File: src/rtl/mem_addr_seq.sv
`default_nettype none
// ============================================================================
// Module      : mem_addr_seq
// Description : Memory-address source selector and burst sequencer.
//               A base address is picked from one of N_SRC external buses or
//               one of N_VEC fixed vector constants (VEC_BASE + k). It is
//               registered and then stepped by STRIDE for up to MAX_BEATS
//               beats, with a hold/stall input and a final-beat flag.
//
// Optional    : ADDR_ALIGN_EN - when defined, the low log2(STRIDE) bits of
//               the base are cleared before load and align_err pulses with
//               the first beat if any of them were set. When undefined, the
//               base is loaded unchanged and align_err stays 0.
//
// Ports       :
//   clk        in   1            rising-edge clock
//   reset      in   1            synchronous, active-high reset
//   src_bus    in   N_SRC*WIDTH  source k at [k*WIDTH +: WIDTH]
//   sel        in   SEL_W        0..N_SRC-1 external, N_SRC..N_SRC+N_VEC-1
//                                vector constant, anything else invalid
//   start      in   1            burst request, sampled only in IDLE
//   beats      in   CNT_W        burst length, sampled with start
//   hold       in   1            freeze the current beat
//   addr_out   out  WIDTH        registered address
//   addr_valid out  1            addr_out is a live beat
//   busy       out  1            burst in progress
//   last       out  1            current beat is the final beat
//   sel_err    out  1            one-cycle pulse: start with invalid sel
//   align_err  out  1            one-cycle pulse with first beat: base was
//                                not STRIDE-aligned
//
// Revision    : 1.0 - initial release
// ============================================================================
module mem_addr_seq #(
   parameter int WIDTH     = 32,
   parameter int N_SRC     = 4,
   parameter int N_VEC     = 3,
   parameter int VEC_BASE  = 253,
   parameter int SEL_W     = 3,
   parameter int STRIDE    = 4,
   parameter int MAX_BEATS = 4,
   parameter int CNT_W     = 3
) (
   input  logic                   clk,
   input  logic                   reset,
   input  logic [N_SRC*WIDTH-1:0] src_bus,
   input  logic [SEL_W-1:0]       sel,
   input  logic                   start,
   input  logic [CNT_W-1:0]       beats,
   input  logic                   hold,
   output logic [WIDTH-1:0]       addr_out,
   output logic                   addr_valid,
   output logic                   busy,
   output logic                   last,
   output logic                   sel_err,
   output logic                   align_err
);

   typedef enum logic [0:0] {
      ST_IDLE  = 1'b0,
      ST_BURST = 1'b1
   } state_t;

   state_t           state;
   state_t           state_nx;

   // Beats still to present after the current one.
   logic [CNT_W-1:0] count;
   logic [CNT_W-1:0] count_nx;

   logic [WIDTH-1:0] addr_nx;
   logic             valid_nx;
   logic             busy_nx;
   logic             last_nx;
   logic             sel_err_nx;
   logic             align_err_nx;

   // ------------------------------------------------------------------------
   // Base address selection
   // ------------------------------------------------------------------------
   // One extra bit so comparisons against N_SRC+N_VEC never overflow SEL_W.
   logic [SEL_W:0]   sel_ext;
   logic             sel_is_src;
   logic             sel_valid;
   logic [WIDTH-1:0] src_base;
   logic [WIDTH-1:0] vec_base;
   logic [WIDTH-1:0] base;
   logic [WIDTH-1:0] load_base;
   logic             load_misalign;

   assign sel_ext    = {1'b0, sel};
   assign sel_is_src = (sel_ext < (SEL_W+1)'(N_SRC));
   assign sel_valid  = (sel_ext < (SEL_W+1)'(N_SRC + N_VEC));

   always_comb begin
      src_base = '0;
      for (int k = 0; k < N_SRC; k++) begin
         if (sel_ext == (SEL_W+1)'(k)) begin
            src_base = src_bus[k*WIDTH +: WIDTH];
         end
      end
   end

   // Only consumed when sel is a vector index, so the subtraction is
   // non-negative whenever the result matters.
   assign vec_base = WIDTH'(VEC_BASE) + WIDTH'(sel_ext - (SEL_W+1)'(N_SRC));
   assign base     = sel_is_src ? src_base : vec_base;

`ifdef ADDR_ALIGN_EN
   localparam logic [WIDTH-1:0] ALIGN_MASK = WIDTH'(STRIDE - 1);

   assign load_base     = base & ~ALIGN_MASK;
   assign load_misalign = |(base & ALIGN_MASK);
`else
   assign load_base     = base;
   assign load_misalign = 1'b0;
`endif

   // ------------------------------------------------------------------------
   // Burst length normalisation: 0 means a single beat, oversize clamps.
   // ------------------------------------------------------------------------
   logic [CNT_W-1:0] beats_eff;

   always_comb begin
      if (beats == '0) begin
         beats_eff = CNT_W'(1);
      end else if (beats > CNT_W'(MAX_BEATS)) begin
         beats_eff = CNT_W'(MAX_BEATS);
      end else begin
         beats_eff = beats;
      end
   end

   // ------------------------------------------------------------------------
   // Next-state and next-output logic
   // ------------------------------------------------------------------------
   always_comb begin
      state_nx     = state;
      count_nx     = count;
      addr_nx      = addr_out;
      valid_nx     = addr_valid;
      busy_nx      = busy;
      last_nx      = last;
      sel_err_nx   = 1'b0;
      align_err_nx = 1'b0;

      case (state)
         ST_IDLE: begin
            if (start) begin
               if (sel_valid) begin
                  state_nx     = ST_BURST;
                  addr_nx      = load_base;
                  valid_nx     = 1'b1;
                  busy_nx      = 1'b1;
                  last_nx      = (beats_eff == CNT_W'(1));
                  count_nx     = beats_eff - CNT_W'(1);
                  align_err_nx = load_misalign;
               end else begin
                  // Rejected request leaves addr_out untouched.
                  sel_err_nx = 1'b1;
               end
            end
         end

         ST_BURST: begin
            // start/sel/beats are deliberately ignored here.
            if (!hold) begin
               if (last) begin
                  // addr_out keeps the final beat's address.
                  state_nx = ST_IDLE;
                  valid_nx = 1'b0;
                  busy_nx  = 1'b0;
                  last_nx  = 1'b0;
               end else begin
                  addr_nx  = addr_out + WIDTH'(STRIDE);
                  count_nx = count - CNT_W'(1);
                  last_nx  = (count == CNT_W'(1));
               end
            end
         end

         default: begin
            state_nx = ST_IDLE;
            valid_nx = 1'b0;
            busy_nx  = 1'b0;
            last_nx  = 1'b0;
         end
      endcase
   end

   // ------------------------------------------------------------------------
   // State and output registers
   // ------------------------------------------------------------------------
   always_ff @(posedge clk) begin
      if (reset) begin
         state      <= ST_IDLE;
         count      <= '0;
         addr_out   <= '0;
         addr_valid <= 1'b0;
         busy       <= 1'b0;
         last       <= 1'b0;
         sel_err    <= 1'b0;
         align_err  <= 1'b0;
      end else begin
         state      <= state_nx;
         count      <= count_nx;
         addr_out   <= addr_nx;
         addr_valid <= valid_nx;
         busy       <= busy_nx;
         last       <= last_nx;
         sel_err    <= sel_err_nx;
         align_err  <= align_err_nx;
      end
   end

endmodule
`default_nettype wire

File: config.mk
export PLATFORM = sky130hd
export DESIGN_NAME = mem_addr_seq
export DESIGN_NICKNAME = d
export VERILOG_FILES = /design/src/rtl/mem_addr_seq.sv
export SDC_FILE = /design/constraint.sdc
export NUM_CORES = 1
export LEC_CHECK = 0
export ABC_AREA = 1
export BUFFER_PORTS_ARGS = -buffer_cell sky130_fd_sc_hd__buf_2
export CORE_MARGIN = 5
export CORE_UTILIZATION = 50
export CTS_CLUSTER_DIAMETER = 60
export DETAILED_ROUTE_END_ITERATION = 12
export PLACE_DENSITY_LB_ADDON = 0.12
export SLEW_MARGIN = 20
export SYNTH_ARGS = -nofsm -noshare
export SYNTH_HDL_FRONTEND = slang
export SYNTH_SLANG_ARGS = --single-unit
File: constraint.sdc
create_clock -name clk -period 2.05 [get_ports clk]
set_input_delay 0.205 -clock clk [delete_from_list [all_inputs] [get_ports clk]]
set_output_delay 0.205 -clock clk [all_outputs]
set_load 0.05 [all_outputs]
# Word-level counts from Yosys, hierarchy flattened
# Index checks and enable logic that the tools add are counted.
totals:
  register_bits: 39
  wordCells: 65
op_classes:
  bitwise: 2
  n_addsub: 5
  mux: 33
  reduce_logical: 6
  order_cmp: 3
  eq_ne: 10
op_table:
  columns: ["operator", "count"]
  rows:
  - ["32-bit 2-to-1 mux", 9]
  - ["32-bit one-hot mux with 2 select lines", 1]
  - ["32-bit by 3-bit adder with 32-bit output (second input constant)", 1]
  - ["3-bit 2-to-1 mux", 6]
  - ["1-bit 2-to-1 mux", 13]
  - ["9-bit by 4-bit adder with 10-bit output (first input constant)", 1]
  - ["2-bit inequality test (second input constant)", 5]
  - ["3-bit by 1-bit == test with 1-bit output (second input constant)", 3]
  - ["4-bit AND reduction", 2]
  - ["3-bit by 2-bit == test with 1-bit output (second input constant)", 2]
  - ["3-bit < comparator (second input constant)", 2]
  - ["1-bit one-hot mux with 2 select lines", 3]
  - ["3-bit one-hot mux with 2 select lines", 1]
  - ["3-bit by 1-bit subtractor with 3-bit output (second input constant)", 2]
  - ["4-bit zero test", 1]
  - ["3-bit by 3-bit subtractor with 4-bit output (second input constant)", 1]
  - ["3-bit greater-than comparator (second input constant)", 1]
  - ["3-bit zero test", 1]
  - ["3-bit AND reduction", 1]
  - ["3-bit OR reduction", 1]
  - ["1-bit NOT", 2]

# Logic depth before layout (Yosys ltp)
# Gate-level depths: netlist (run 1).
depth:
  depth_word: 9
  mapped_depth: 13
  depth_no_buf: 12

# Least setup slack after synthesis (run 1)
# No wires, ideal clock.
synth_path:
  path_type: "register to register"
  start: "reg addr_out[2]"
  end: "reg addr_out[12]"
  period_less_slack_ps: 1905
  t_arrival_ps: 1796
  path_slack_ps: 145
  path_stages_with_launch: 11
  setup_ps: 109
  path_buffers: 0
  path_cell_list: "dfxtp_1 > ha_1 > nand2_1 > nor2_1 > nand2_2 > nor2_1 > nand2_1 > nand3_1 > nand3_1 > nand2_1 > inv_1"
synth_via:
  elab_chain_cells: 4
synth_lines:
  columns: ["element", "line_no", "text"]
  rows:
  - ["start: declaration", "51", "output logic [WIDTH-1:0] addr_out,"]
  - ["start signal: assignment", "207", "addr_out <= addr_nx;"]
  - ["32-bit by 3-bit adder with 32-bit output", "175", "addr_nx = addr_out + WIDTH'(STRIDE);"]
  - ["32-bit 2-to-1 mux", "168", "if (last) begin"]
  - ["32-bit 2-to-1 mux", "167", "if (!hold) begin"]
  - ["32-bit one-hot mux with 2 select lines", "147", "case (state)"]
# No other way between the ends. The select of a mux whose other input is x is not followed.
# A chain may end at the register's enable or synchronous reset.

# Final worst setup path (run 1)
layout_path:
  start: "reg addr_out[3]"
  end: "reg addr_out[8]"
# Same word-level chain as after synthesis.

==> results of run 1 <==
-- cells in the mapped netlist (2+ instances only) --
master    instances
a21oi_1          57
a31oi_1           2
buf_2            21
buf_4             5
buf_6             4
clkbuf_1         10
dfxtp_1          39
ha_1              8
inv_1            85
inv_2             3
nand2_1         302
nand2_2           3
nand3_1          77
nor2_1          119
nor2_2            3
nor3_1            5
o211ai_1          5
o21ai_0          41
o21ai_1           5
o21bai_1          3
o22ai_1           2
or2_1             4
or2_2             3
-- metal layers --
layer / routed length [um] / GRT usage, %
met1: 5860 / 33.0
met2: 6940 / 48.4
met3: 1130 / 5.17
met4: 366 / 8.69
met5: 0 / 0
-- state kept, by name, indices dropped and copies added (netlist names) --
name,cells
addr_out,32
count,3
busy,1
last,1
sel_err,1
state,1
-- path summary, 6_finish.rpt --
| kind | start | to | slack, ps |
|---|---|---|---|
| hold / removal | start | sel_err | 160 |
| setup / recovery | addr_out[3] | addr_out[8] | 320 |
| hold reg to reg | busy | busy | 490 |
| setup reg to reg | addr_out[3] | addr_out[8] | 320 |
-- cell families after synthesis --
family,after synthesis,share of synthesized area [%]
AND/OR/NAND/NOR,523,50.7
buffers and inverters,130,13.4
AO/OA/AOI/OAI,116,14.5
flip-flops,39,18.5
adder cells (fa/ha/maj),8,2.38
XOR/XNOR,2,0.416
other,1,0.0890
-- area by class of cell --
| type | count | area (um2) |
|---|---|---|
| fill | 912 | 3010 |
| tap | 105 | 131 |
| clock inverter | 1 | 7.51 |
| clock buffer | 5 | 68.8 |
| sequential | 39 | 781 |
| timing repair buffer | 189 | 1010 |
| inverter | 90 | 340 |
| multi-input combinational | 650 | 2870 |
-- power breakdown --
| part | switching [mW] | internal, mW | total, mW |
|---|---|---|---|
| logic | 0.822 | 0.392 | 1.21 |
| registers | 0.126 | 0.848 | 0.974 |
| clock network | 0.278 | 0.226 | 0.505 |
| total | 1.23 | 1.47 | 2.69 |
-- worst reg2reg max path, cell delays in order (launching register included) --
cell	delay, ps
dfxtp_1	430
ha_1	200
nand2_1	90
nor3_1	510
nand2_1	100
nand2_1	80
nand2_1	50
o21ai_0	80
a21oi_1	80
==> results_dict.tcl, run 1 <==
set metrics [dict create \
    cts_setup_buffers 0 \
    crit_chain "ha_1 > nand2_1 > nor3_1 > nand2_1 > nand2_1 > nand2_1 > o21ai_0 > a21oi_1" \
    cts_htree_levels 2 \
    synth_edf_count 0 \
    cp_common_cell "nand2_1" \
    core_area_um2 8220 \
    std_cell_rows 33 \
    ys_seq_area_share_pct 18.5 \
    crit_path_end_kind "flop" \
    grt_max_degree 35 \
    viasPerCell 5.09 \
    powerDensity_nw_per_um2 517 \
    dp_cells 1073 \
    synth_ff_type "dfxtp_1" \
    dp_slack_ps 284 \
    fin_skew_ps 5.02 \
    grt_pass1_wl_mm 22.7 \
    synth_cell_types 36 \
    port_buffers 173 \
    io_pins 175 \
    cts.sinks 39 \
    cp.required_ps 2240 \
    hold-worst-slack_ps 162 \
    critical_path.top_delay_family "simple AND/OR/NAND/NOR gates" \
    cp_max_fo 5 \
    relSlewSlack_pct 60.7 \
    power.leakage_nw 2.79 \
    ys_warn_count 0 \
    yosys-top-cells-area "nand2_1 27%, dfxtp_1 19%, nor2_1 11%, nand3_1 9.1%, inv_1 7.6%" \
    nNetsFinal 1121 \
    final_cell_mix "302 x nand2_1, 173 x buf_2, 119 x nor2_1" \
    grt-ovfl-total 0 \
    hp-class "primary input to flop" \
    die_y_um 102 \
    whs_path_depth 3 \
    synth.top_cell.area_share_pct 26.9 \
    cts-root-buf "clkbuf_8" \
    vdd_drop_max_mv 0.466 \
    place_area_um2 5130 \
    rsz0062_at_grt "false" \
    hold_buffers 0 \
    synthCells 819 \
    crit_buf_inv 0 \
    slew_violations 0 \
    initial_core_util_pct 51.3 \
    grt_usage_pct 27.3 \
    antenna_left 0 \
    drt_iter0_drc 292 \
    async_reset_ff_share_pct 0 \
    finalWirelength_mm 14.3 \
    dpl.hpwl_mm 11.3 \
    tns_ps 0 \
    fin_util_pct 63.4 \
    max_cap_viol_count 0 \
    worst_slack_ps 319 \
    fin_cells 1079 \
    syn_area_per_cell_um2 5.15 \
    final_common_cell "nand2_1" \
    fin_area_um2 5210 \
    drc 0 \
    ys_ff_latch 39 \
    path_class "flop to flop" \
    reg2regPathDepth 8 \
    critical-path-slowest-cell "nor3_1" \
    finalCriticalPeriod_ps 1730 \
    clkSlewWorstSetupHoldPaths_ps 80 \
    period_share_pct 84.4 \
    layout-drive-gt1-share_pct 21.9 \
    finalSetupViolations 0 \
    dieArea_um2 10400 \
    die_w_um 102 \
    drt-pass1-iter-count 7 \
    synth_area_um2 4210 \
    cts_made_buffers 5 \
    run_status "finished, final reports clean" \
    total_power_mw 2.69 \
    clock.fmax_mhz 578 \
    clockBufferDepth 2 \
    vias 5490 \
    antenna_cells 0 \
    wl_per_cell_um 13.3 \
    gp_congestion 0.912 \
    synth_nets 965 \
    cp_slowest_stage_delay_ps 510 \
    tightest_slew_ps 585 \
    first_global_vias 5026 \
    tritoncts "built" \
    syn_to_final_growth_pct 23.6 \
    synth_top_cell_by_area "nand2_1" \
    crit_cells 8 \
    worstSetupStartpointType "flop" \
    antenna_found_initial 0 \
    cts-resized-gates 0 \
    hold_viol_final 0 \
    crit_arrival_ps 1920 \
    clk_latency_ps 300 \
]
No activity file was read; power rests on OpenSTA's default activity.
==> run 2, diff against run 1 <==
--- a/config.mk
+++ b/config.mk
@@ -5,10 +5,10 @@
 export SDC_FILE = /design/constraint.sdc
 export NUM_CORES = 1
 export LEC_CHECK = 0
-export ABC_AREA = 1
+export ABC_AREA = 0
 export BUFFER_PORTS_ARGS = -buffer_cell sky130_fd_sc_hd__buf_2
 export CORE_MARGIN = 5
-export CORE_UTILIZATION = 50
+export CORE_UTILIZATION = 47
 export CTS_CLUSTER_DIAMETER = 60
 export DETAILED_ROUTE_END_ITERATION = 12
 export PLACE_DENSITY_LB_ADDON = 0.12
==> constraint.sdc (replaced) <==
create_clock -name clk -period 1.75 [get_ports clk]
set_input_delay 0.175 -clock clk [delete_from_list [all_inputs] [get_ports clk]]
set_output_delay 0.175 -clock clk [all_outputs]
set_load 0.05 [all_outputs]
==> run 2 against run 1 <==
  * The run now ends with negative setup slack left
  * Clock skew grew 9.9 ps
  * Sequential share of layout area increased by 1.4 points
  * Global-route usage up 2.4 points
  * Fmax decreased by 1.5%
  * Clock-buffer cell count increased by 1
  * Critical path type unchanged
  * Largest cell class unchanged
  * Highest routed layer unchanged
==> results_dict.tcl, run 2 <==
set metrics [dict create \
    cts.sinks 39 \
    fin_skew_ps 15.0 \
    hp-class "primary input to flop" \
    cp_max_fo 5 \
    period_share_pct 100 \
    first_global_vias 4445 \
    initial_core_util_pct 48.0 \
    finalSetupViolations 2 \
    cts_htree_levels 2 \
    synth_area_um2 3440 \
    reg_top3 "addr_out (32), count (3)" \
    grt-ovfl-total 0 \
    std_cell_rows 31 \
    layout-drive-gt1-share_pct 48.1 \
    viasPerCell 6.23 \
    antenna_left 0 \
    clk_latency_ps 310 \
    synth.top_cell.area_share_pct 22.7 \
    crit_arrival_ps 1930 \
    syn_to_final_growth_pct 49.1 \
    finalWirelength_mm 14.1 \
    gp_congestion 0.980 \
    synth_nets 606 \
    antenna_cells 0 \
    die_y_um 95.6 \
    cp.required_ps 1920 \
    die_w_um 95.6 \
    violations "negative setup slack" \
    slew_violations 0 \
    hold_viol_final 0 \
    dpl.hpwl_mm 11.2 \
    drt_iter0_drc 385 \
    vdd_drop_max_mv 0.349 \
    synth_edf_count 0 \
    dieArea_um2 9130 \
    crit_chain "nand2_4 > or3_4 > or4_4 > a21oi_2 > a211oi_1" \
    drt-pass1-iter-count 5 \
    synthTopCellsByCount "39 x dfxtp_1, 39 x nand2_1, 38 x a21oi_1" \
    critical-path-slowest-cell "or4_4" \
    ys_warn_count 0 \
    async_reset_ff_share_pct 0 \
    drc 0 \
    power.leakage_nw 2.32 \
    place_area_um2 4820 \
    synth_top_cell_by_area "dfxtp_1" \
    antenna_found_initial 0 \
    tns_ps -8.44 \
    core_area_um2 7180 \
    port_buffers 173 \
    cp_slowest_stage_delay_ps 540 \
    clock.fmax_mhz 569 \
    run_status "complete, but fails checks" \
    final_cell_mix "174 x buf_2, 67 x buf_4, 38 x nand2_1" \
    top_register "addr_out" \
    grt_max_degree 40 \
    path_class "flop to flop" \
    syn_area_per_cell_um2 7.48 \
    clkSlewWorstSetupHoldPaths_ps 90 \
    ys_seq_area_share_pct 22.7 \
    fillers 585 \
    synth_cell_types 77 \
    yosys-top-cells-area "dfxtp_1 23%, a221oi_1 7.9%, a21oi_1 5.5%, nand2_1 4.3%, o21ai_0 4.2%" \
    critical_path.top_delay_family "simple AND/OR/NAND/NOR gates" \
    cts-root-buf "clkbuf_8" \
    io_pins 175 \
    rsz0062_at_grt "true" \
    synthCells 460 \
    worstSetupStartpointType "flop" \
    worst_slack_ps -7.98 \
    dp_slack_ps -383 \
    grt_pass1_wl_mm 21.3 \
    fin_area_um2 5130 \
    tritoncts "built" \
    wl_per_cell_um 18.2 \
    ys_ff_latch 39 \
    cts_made_buffers 5 \
    final_common_cell "buf_2" \
    nNetsFinal 818 \
    synth_ff_type "dfxtp_1" \
    crit_buf_inv 0 \
    largest_reg_flops 32 \
    max_cap_viol_count 0 \
    finalCriticalPeriod_ps 1760 \
    powerDensity_nw_per_um2 526 \
    clockBufferDepth 2 \
    hold_buffers 0 \
    vias 4808 \
    crit_path_end_kind "flop" \
    grt_usage_pct 29.7 \
]
==> run 2: cell types whose count changed after synthesis, moves of 10 or more <==
cell      change
nand2_1     -263
nor2_1       -90
inv_1        -67
nand3_1      -62
a221oi_1     +31
a21oi_1      -19
clkbuf_1     +12
o21ai_0      -12
o221ai_1     +12
nor3_1       +10
==> run 2: worst paths after layout <==
kind / startpoint / to / slack [ps] / depth (start not counted)
max: addr_out[12] / addr_out[22] / -8 / 5
min: reset / addr_out[30] / 60 / 2
max reg2reg: addr_out[12] / addr_out[22] / -8 / 5
min reg2reg: count[1] / count[1] / 460 / 2
==> run 2: kinds of logic after synthesis <==
kind of cell | Yosys count | synth area share, %
adder cells (fa/ha/maj) | 8 | 2.91
flip-flops | 39 | 22.7
AO/OA/AOI/OAI | 171 | 35.3
XOR/XNOR | 2 | 0.509
buffers and inverters | 60 | 7.63
AND/OR/NAND/NOR | 175 | 29.7
multiplexers | 4 | 1.16
other | 1 | 0.109
==> run 2: final cells by class <==
type	count	area (um2)	area share, %
flip-flops and latches	39	842	16.4
clock inverters	2	11.3	0.219
well taps	99	124	2.41
repair buffers	246	1460	28.4
clock buffers	6	72.6	1.41
inverters	19	71.3	1.39
multi-input cells	361	2560	49.8
==> run 2: through the flow <==
| step | std cells | total power [mW] | util [%] | hold WS [ps] |
|---|---|---|---|---|
| floorplan | 460 | 1.60 | - | 302 |
| global placement | 754 | 2.04 | 67.2 | 383 |
| detailed placement | 754 | 2.06 | 67.2 | 384 |
| CTS | 762 | 2.67 | 68.6 | 59.5 |
| global route | 772 | 2.84 | 71.5 | 52.3 |
| finish | 772 | 2.70 | 71.5 | 60.8 |
==> run 2: power breakdown <==
part	leakage [nW]	internal [mW]	total (mW)	switching (mW)
Clock	0.0455	0.280	0.619	0.339
Sequential	0.332	0.932	1.00	0.0691
Combinational	1.94	0.457	1.08	0.626
Total	2.32	1.67	2.70	1.03
==> run 2: worst register-to-register path: cells and delay by family (launching register included) <==
kind	cells	cell delay [ps]
AO/OA/AOI/OAI	2	220
flip-flops	1	380
AND/OR/NAND/NOR	3	1030
==> run 2: repair_timing <==
item / CTS / global route
pin swaps: 0 / 13
resized for setup: 4 / 34
endpoints found under the setup margin: 2 / 27
setup buffers: 0 / 9
gates cloned: 0 / 1
==> run 2: layer usage <==
layer / vias up / part of all wire, % / global-route usage [%] / routed length [um]
li1: 2228 / - / - / -
met1: 2283 / 39 / 37.3 / 5550
met2: 258 / 50 / 51.5 / 7020
met3: 39 / 8.1 / 4.50 / 1140
met4: 0 / 2.6 / 10.1 / 370
met5: - / 0 / 0 / 0
==> run 3, diff against run 2 <==
--- a/config.mk
+++ b/config.mk
@@ -12,6 +12,7 @@
 export CTS_CLUSTER_DIAMETER = 60
 export DETAILED_ROUTE_END_ITERATION = 12
 export PLACE_DENSITY_LB_ADDON = 0.12
+export SETUP_SLACK_MARGIN = 0.3
 export SLEW_MARGIN = 20
 export SYNTH_ARGS = -nofsm -noshare
 export SYNTH_HDL_FRONTEND = slang
==> run 3 against run 2 <==
  * Routed wire length increased by 42%
  * Fmax decreased by 2.8%
  * Highest routed layer unchanged
  * The flow still finishes with violations (negative setup slack)
  * Combinational power increased by 43%
  * Total power increased by 21%
  * Global-route usage increased by 8.1 points
  * Sequential share of layout area decreased by 2.6 points
  * Register-to-register slack got worse by 50 ps
  * Die area unchanged
==> results_dict.tcl, run 3 (synthesis results as in run 2) <==
set metrics [dict create \
    powerDensity_nw_per_um2 518 \
    die_w_um 95.6 \
    fillers 339 \
    path_class "flop to flop" \
    largest_reg_flops 32 \
    dpl.hpwl_mm 11.6 \
    drc 0 \
    reg2regPathDepth 7 \
    nNetsFinal 867 \
    tritoncts "built" \
    power.leakage_nw 2.77 \
    std_cell_rows 31 \
    dieArea_um2 9130 \
    die_y_um 95.6 \
    fin_area_um2 6310 \
    place_area_um2 5130 \
    crit_path_end_kind "flop" \
    vdd_drop_max_mv 0.391 \
    final_common_cell "buf_2" \
    cts-root-buf "clkbuf_8" \
    power.switching_mw 1.28 \
    slew_violations 0 \
    intPower_mw 1.99 \
    hp-class "primary input to flop" \
    initial_core_util_pct 48.0 \
    crit_arrival_ps 2040 \
    cts_htree_levels 2 \
    core_area_um2 7180 \
    wl_per_cell_um 24.4 \
    clkSlewWorstSetupHoldPaths_ps 80 \
    grt-ovfl-total 0 \
    clock.fmax_mhz 553 \
    clkPwrFrac_pct 22.5 \
    max_cap_viol_count 0 \
    vias 5683 \
    grt_pass1_wl_mm 26.6 \
    cts_made_buffers 5 \
    cts.sinks 39 \
    grt_usage_pct 37.8 \
    first_global_vias 5226 \
    antenna_cells 0 \
    finalCriticalPeriod_ps 1810 \
    antenna_left 0 \
    multi_input_area_um2 3040 \
    antenna_found_initial 0 \
    clk_latency_ps 320 \
    dp_slack_ps -298 \
    rsz0062_at_grt "true" \
    grt_max_degree 27 \
    io_pins 175 \
    worstSetupStartpointType "flop" \
    fin_util_pct 87.9 \
    clockBufferDepth 2 \
    gp_congestion 0.976 \
    run_status "complete, but fails checks" \
    layout-drive-gt1-share_pct 61.5 \
    seqPwrFrac_pct 30.3 \
    syn_to_final_growth_pct 83.2 \
    seq_area_um2 868 \
    drt-pass1-iter-count 6 \
    ff2ff_setup_slack_ps -60 \
    viasPerCell 6.92 \
    switching_share_pct 39.1 \
    pwr-share-comb_pct 47.2 \
    final_cell_mix "171 x buf_2, 87 x buf_4, 36 x nand2_1" \
    reg_top3 "addr_out (32), count (3)" \
    hold_viol_final 0 \
    whs_path_depth 3 \
    cp_max_fo 5 \
    port_buffers 173 \
    finalWirelength_mm 20.0 \
    violations "negative setup slack" \
    cp.required_ps 1980 \
    worst_slack_ps -58.0 \
    fin_skew_ps 12.2 \
    period_share_pct 103 \
    top_register "addr_out" \
    drt_iter0_drc 771 \
    finalSetupViolations 6 \
]
## run 3: final timing paths
| kind | endpoint | from |
|---|---|---|
| worst min register to register | count[1] | count[1] |
| worst max-delay path | addr_out[22] | addr_out[3] |
| worst max register to register | addr_out[22] | addr_out[3] |
| worst min-delay path | addr_out[19] | src_bus[83] |
## run 3: what timing repair did
item,4_1_cts,5_1_grt
setup endpoints to repair,34,36
pin swaps,56,25
gates resized for setup,75,52
hold buffers,0,0
endpoints found under the hold margin,0,0
gates cloned,2,1
buffers inserted,43,8
## run 3: power groups by stage
stage | registers (mW) | clock network [mW] | logic, mW
finish | 0.989 | 0.735 | 1.54
global route | 0.995 | 0.766 | 1.60
CTS | 0.981 | 0.718 | 1.35
detailed placement | 1.01 | 0 | 1.12
global placement | 1.00 | 0 | 1.10
floorplan | 1.14 | 0 | 0.514
## run 3: worst max-delay path: stages (launching register included)
cell and delay, ps:
dfxtp_4 400, ha_4 170, and3_4 200, nand3_4 110, buf_4 170, nor4_1 290
o21ai_0 170, a211oi_2 230
## run 3: cell type report
| class | instances | area share (%) |
|---|---|---|
| clock buffers | 8 | 1.61 |
| inverters | 19 | 1.41 |
| multi-input cells | 361 | 48.3 |
| flip-flops and latches | 39 | 13.8 |
| well taps | 99 | 1.96 |
| repair buffers | 295 | 33.0 |
## run 3: through the flow
step / setup TNS (ps) / std cells / total power [mW] / hold slack (ps)
after detailed placement: -3810 / 759 / 2.13 / 452
after CTS: 0 / 812 / 3.05 / 165
after floorplan: 0 / 460 / 1.65 / 302
after global routing: -890 / 821 / 3.36 / 193
after global placement: -2490 / 759 / 2.11 / 442
final: -174 / 821 / 3.27 / 198
## run 3: layer usage
| metal | GRT usage [%] | part of all wire, % | vias to the layer above |
|---|---|---|---|
| li1 | - | - | 2320 |
| met1 | 44.0 | 33 | 2611 |
| met2 | 64.2 | 46 | 554 |
| met3 | 9.16 | 11 | 198 |
| met4 | 19.0 | 9.4 | 0 |
| met5 | 0 | 0 | - |
